## config.mk

```make
export PLATFORM = sky130hd
export DESIGN_NAME = axi_lite_master
export DESIGN_NICKNAME = d
export VERILOG_FILES = /design/src/rtl/axi_lite_master_pkg.sv /design/src/rtl/axi_lite_master.sv
export SDC_FILE = /design/constraint.sdc
export NUM_CORES = 1
export LEC_CHECK = 0
export ABC_AREA = 1
export BUFFER_PORTS_ARGS = -buffer_cell sky130_fd_sc_hd__buf_2
export CAP_MARGIN = 20
export CORE_MARGIN = 1
export CORE_UTILIZATION = 45
export CTS_BUF_LIST = sky130_fd_sc_hd__clkbuf_8
export CTS_CLUSTER_SIZE = 20
export DETAILED_ROUTE_END_ITERATION = 10
export PLACE_DENSITY = 0.88
export SYNTH_ARGS = -nofsm -noshare
export SYNTH_HDL_FRONTEND = slang
export SYNTH_SLANG_ARGS = --single-unit
```

## constraint.sdc

```tcl
create_clock -name ACLK -period 1.7 [get_ports ACLK]
set_input_delay 0.34 -clock ACLK [delete_from_list [all_inputs] [get_ports ACLK]]
set_output_delay 0.34 -clock ACLK [all_outputs]
set_load 0.03 [all_outputs]
```

## src/rtl/axi_lite_master_pkg.sv

```systemverilog
// Shared types for the AXI4-Lite master: request hook struct, FSM states and response codes.
package axi_lite_master_pkg;

  typedef struct packed {
    logic        wr_req;
    logic        rd_req;
    logic [31:0] wr_addr;
    logic [31:0] wr_data;
    logic [31:0] rd_addr;
  } hook_t;

  typedef enum logic [1:0] {
    IDLE  = 2'd0,
    WRITE = 2'd1,
    READ  = 2'd2
  } state_t;

  localparam logic [1:0] OKAY   = 2'b00;
  localparam logic [1:0] SLVERR = 2'b10;

endpackage

```

## src/rtl/axi_lite_master.sv

```systemverilog
// Single-outstanding AXI4-Lite master driven by a hook_t request struct.
// Define AXI_MASTER_ASSERT_EN to compile in protocol SVA checks.
module axi_lite_master
  import axi_lite_master_pkg::*;
#(
  parameter int ADDR_W = 32,
  parameter int DATA_W = 32
) (
  input  logic              ACLK,
  input  logic              ARESETn,
  input  hook_t             CTRL,
  output logic              AWVALID,
  input  logic              AWREADY,
  output logic [ADDR_W-1:0] AWADDR,
  output logic              WVALID,
  input  logic              WREADY,
  output logic [DATA_W-1:0] WDATA,
  input  logic              BVALID,
  output logic              BREADY,
  input  logic [1:0]        BRESP,
  output logic              ARVALID,
  input  logic              ARREADY,
  output logic [ADDR_W-1:0] ARADDR,
  input  logic              RVALID,
  output logic              RREADY,
  input  logic [DATA_W-1:0] RDATA,
  output logic [DATA_W-1:0] rdata_q,
  output logic [1:0]        bresp_q
);

  state_t state;
  logic   aw_done;
  logic   w_done;
  logic   aw_hs, w_hs, b_hs, ar_hs, r_hs;

  assign aw_hs = AWVALID && AWREADY && !aw_done;
  assign w_hs  = WVALID && WREADY && !w_done;
  assign b_hs  = BVALID && BREADY;
  assign ar_hs = ARVALID && ARREADY;
  assign r_hs  = RVALID && RREADY;

  // A B response ends the write even if one address/data channel never handshook.
  always_ff @(posedge ACLK or negedge ARESETn) begin
    if (!ARESETn) begin
      state   <= IDLE;
      AWVALID <= 1'b0;
      WVALID  <= 1'b0;
      BREADY  <= 1'b0;
      ARVALID <= 1'b0;
      RREADY  <= 1'b0;
      AWADDR  <= '0;
      WDATA   <= '0;
      ARADDR  <= '0;
      aw_done <= 1'b0;
      w_done  <= 1'b0;
      rdata_q <= '0;
      bresp_q <= OKAY;
    end else begin
      case (state)
        IDLE: begin
          if (CTRL.wr_req) begin
            AWADDR  <= ADDR_W'(CTRL.wr_addr);
            WDATA   <= DATA_W'(CTRL.wr_data);
            AWVALID <= 1'b1;
            WVALID  <= 1'b1;
            BREADY  <= 1'b1;
            aw_done <= 1'b0;
            w_done  <= 1'b0;
            state   <= WRITE;
          end else if (CTRL.rd_req) begin
            ARADDR  <= ADDR_W'(CTRL.rd_addr);
            ARVALID <= 1'b1;
            RREADY  <= 1'b1;
            state   <= READ;
          end
        end
        WRITE: begin
          if (aw_hs) begin
            AWVALID <= 1'b0;
            aw_done <= 1'b1;
          end
          if (w_hs) begin
            WVALID <= 1'b0;
            w_done <= 1'b1;
          end
          if (b_hs) begin
            bresp_q <= BRESP;
            AWVALID <= 1'b0;
            WVALID  <= 1'b0;
            BREADY  <= 1'b0;
            AWADDR  <= '0;
            WDATA   <= '0;
            aw_done <= 1'b0;
            w_done  <= 1'b0;
            state   <= IDLE;
          end
        end
        READ: begin
          if (ar_hs) ARVALID <= 1'b0;
          if (r_hs) begin
            rdata_q <= RDATA;
            ARVALID <= 1'b0;
            RREADY  <= 1'b0;
            state   <= IDLE;
          end
        end
        default: state <= IDLE;
      endcase
    end
  end

`ifdef AXI_MASTER_ASSERT_EN
  aw_stable_a: assert property (@(posedge ACLK) disable iff (!ARESETn)
    (AWVALID && !AWREADY && !b_hs) |=> (AWVALID && $stable(AWADDR)))
    else $error("AWVALID/AWADDR changed before AWREADY");

  w_stable_a: assert property (@(posedge ACLK) disable iff (!ARESETn)
    (WVALID && !WREADY && !b_hs) |=> (WVALID && $stable(WDATA)))
    else $error("WVALID/WDATA changed before WREADY");

  ar_stable_a: assert property (@(posedge ACLK) disable iff (!ARESETn)
    (ARVALID && !ARREADY && !r_hs) |=> (ARVALID && $stable(ARADDR)))
    else $error("ARVALID/ARADDR changed before ARREADY");

  rw_exclusive_a: assert property (@(posedge ACLK) disable iff (!ARESETn)
    !((AWVALID || WVALID || BREADY) && (ARVALID || RREADY)))
    else $error("write and read channels active together");

  no_valid_in_reset_a: assert property (@(posedge ACLK)
    !ARESETn |-> !(AWVALID || WVALID || ARVALID))
    else $error("VALID asserted during reset");
`endif

endmodule

```

==> results.py <==
metrics = {
    "outcome": {
        "status": "completed",
    },
    "route": {
        "route.detailed.drc": 0,
        "ant_nets": 0,
        "routed_wl_um": 15200,
        "viasPerCell": 4.87,
        "wl_per_cell_um": 14.3,
        "wl_met3_um": 1080,
        "met2_length_um": 7680,
        "drt_iter0_drc": 366,
        "drtPass1Iterations": 5,
        "top_layer": "met4",
        "route.vias.total": 5164,
        "m1WireLength_um": 5990,
    },
    "global_route": {
        "antenna_found_initial": 1,
        "track_usage_pct": 23.7,
        "grt_start_max_net_pins": 66,
        "grt_pass1_vias": 5020,
        "grt_pass1_wl_um": 23700,
        "grt-ovfl-total": 0,
    },
    "setup_path": {
        "crit_buf_inv": 1,
        "cp-start-kind": "register",
        "rr_startpoint": "state[0]",
        "cp_max_fo": 45,
        "crit_start": "state[0]",
        "critPathMaxStageDelay_ps": 450,
        "critPathArrivalTime_ps": 1820,
        "r2r_cells": 4,
        "setup.worst_path.class": "reg -> reg",
        "r2r_end": "ARADDR[22]",
        "crit_family": "simple AND/OR/NAND/NOR gates",
        "reg2reg_slack_ps": 250,
        "path_depth": 4,
        "worstSetupEndpoint": "ARADDR[22]",
        "crit_chain": "nor2_4 -> buf_4 -> nand3_1 -> nand2_1",
        "cp-end-kind": "register",
        "worst_ep_required_time_ps": 2060,
        "crit_slowest_cell": "buf_4",
    },
    "floorplanning": {
        "dieArea_um2": 12900,
        "dieHeight_um": 114,
        "chipWidth_um": 114,
        "core_area_um2": 12100,
        "rows": 40,
        "initial_core_util_pct": 46.5,
        "io-pin-count": 274,
    },
    "synth": {
        "synth_seq_cells": 139,
        "yosysUniqueCellTypes": 16,
        "seq_area_frac_synth_pct": 62.0,
        "syn-num-nets": 755,
        "syn-mean-instance-area_um2": 9.11,
        "ys_warn_count": 0,
        "synth_area_um2": 5610,
        "synthCells": 616,
    },
    "cts": {
        "cts_buffer_depth": 2,
        "cts_buffers": 17,
        "clk_latency_ps": 430,
        "clk_pin_slew_ps": 80,
        "h-tree-depth": 4,
        "cts_root_buf": "clkbuf_8",
        "cts_tree": "done",
        "clock_sinks": 139,
        "cts_resized": 0,
    },
    "timing": {
        "period_needed_ps": 1450,
        "clock_skew_ps": 7.74,
        "max_freq_ghz": 0.688,
        "setup_violations": 0,
        "rsz0062_at_grt": "false",
        "fin_crit_sh_pct": 85.5,
        "hold_viol": 0,
        "relSlewSlack_pct": 68.9,
        "finalSetupTns_ps": 0,
        "drv_slew": 0,
        "whs_ps": 131,
        "tightest_slew_ps": 467,
    },
    "placement": {
        "dpl_cell_area_um2": 7170,
        "gp_congestion": 0.769,
        "hpwlAfterDp_um": 10700,
        "port_buffers": 273,
    },
    "finish": {
        "final_cell_area_um2": 7580,
        "num-nets-final": 1017,
        "syn2layout_area_growth_pct": 35.1,
        "drive_above_1_share_pct": 36.4,
    },
    "power": {
        "ir_drop_uv": 1130,
        "leakage_nw": 4.45,
        "power_density_nw_per_um2": 2190,
    },
    "hold_path": {
        "hold_class": "in -> reg",
    },
    "flow_run": {
        "drv_cap": 0,
    },
}
-- worst min path at each step --
stage          startpoint           to  depth (start not counted)  slack, ps
2_1_floorplan     ARESETn    ARADDR[0]                          0         40
3_3_place_gp      ARESETn  rdata_q[19]                          1        170
3_5_place_dp      ARESETn  rdata_q[19]                          1        170
4_1_cts          CTRL[48]    WDATA[16]                          3         90
5_1_grt          CTRL[47]    WDATA[15]                          3        110
6_report         CTRL[52]    WDATA[20]                          3        130
-- synthesized netlist by cell type --
cell | number | area [µm²]
nand2_1 | 187 | 702
nand3_1 | 163 | 816
dfrtp_1 | 139 | 3480
inv_1 | 39 | 146
o21ai_1 | 30 | 150
buf_2 | 21 | 105
clkbuf_1 | 15 | 56.3
a21oi_1 | 4 | 20.0
buf_4 | 4 | 30.0
buf_6 | 4 | 45.0
nand4_1 | 2 | 12.5
nor2_1 | 2 | 7.51
nor2_2 | 2 | 12.5
o21ai_0 | 2 | 10.0
nor2_4 | 1 | 11.3
o21ai_2 | 1 | 8.76
-- layout make-up --
type / instances / area [µm²]
sequential: 139 / 3480
antenna: 1 / 2.50
tap: 168 / 210
clock buffer: 21 / 289
multi-input combinational: 394 / 1760
fill: 1052 / 4480
inverter: 39 / 146
timing repair buffer: 287 / 1580
clock inverter: 11 / 116
-- through the flow --
step                      power, mW  util [%]  worst slack [ps]  std cells
after CTS                      16.8      62.9               244       1059
after global routing           17.7      62.9               150       1060
after detailed placement       14.1      59.4               265       1026
after floorplan                11.4         -               445        616
final                          16.6      62.9               247       1060
after global placement         13.8      59.4               333       1026
-- routing by layer --
layer | track usage, % | up-vias
li1 | - | 2519
met1 | 26.4 | 2395
met2 | 41.7 | 218
met3 | 6.85 | 32
met4 | 11.2 | 0
met5 | 0 | -
-- worst register-to-register path, stage by stage (launching register included) --
cell and delay, ps:
dfrtp_1 440, nor2_4 230, buf_4 450, nand3_1 170, nand2_1 100
-- logic make-up after synthesis --
logic type             synth area share (%)
and+or+nand+nor                        27.8
DFF                                    62.0
buffers and inverters                  6.82
AOI/OAI and AO/OA                      3.37
-- power by group --
part	internal, mW	leakage (nW)	switching (mW)
Clock	1.45	0.210	1.23
Sequential	4.84	1.74	0.835
Combinational	2.36	2.50	5.92
-- repair_timing --
action / 4_1_cts / 5_1_grt
hold buffers: 1 / 0
endpoints found under the hold margin: 108 / 0
setup buffers: 0 / 0
-- flip-flops by register name, summed over array words and instances, names as in the netlist --
signal / count
bresp_q: 2
w_done: 1
AWVALID: 1
WDATA: 32
rdata_q: 32
state: 2
aw_done: 1
ARVALID: 1
BREADY: 1
AWADDR: 32
ARADDR: 32
WVALID: 1
RREADY: 1
-- layout by cell type (no fill, tap or decap), types with 4 or more instances in the layout --
cell type,count
a21oi_1,4
buf_12,8
buf_2,272
buf_4,5
clkbuf_8,21
clkinv_2,4
dfrtp_1,139
inv_1,40
nand2_1,185
nand3_1,162
o21ai_1,30
No activity file was read; power rests on OpenSTA's default activity.
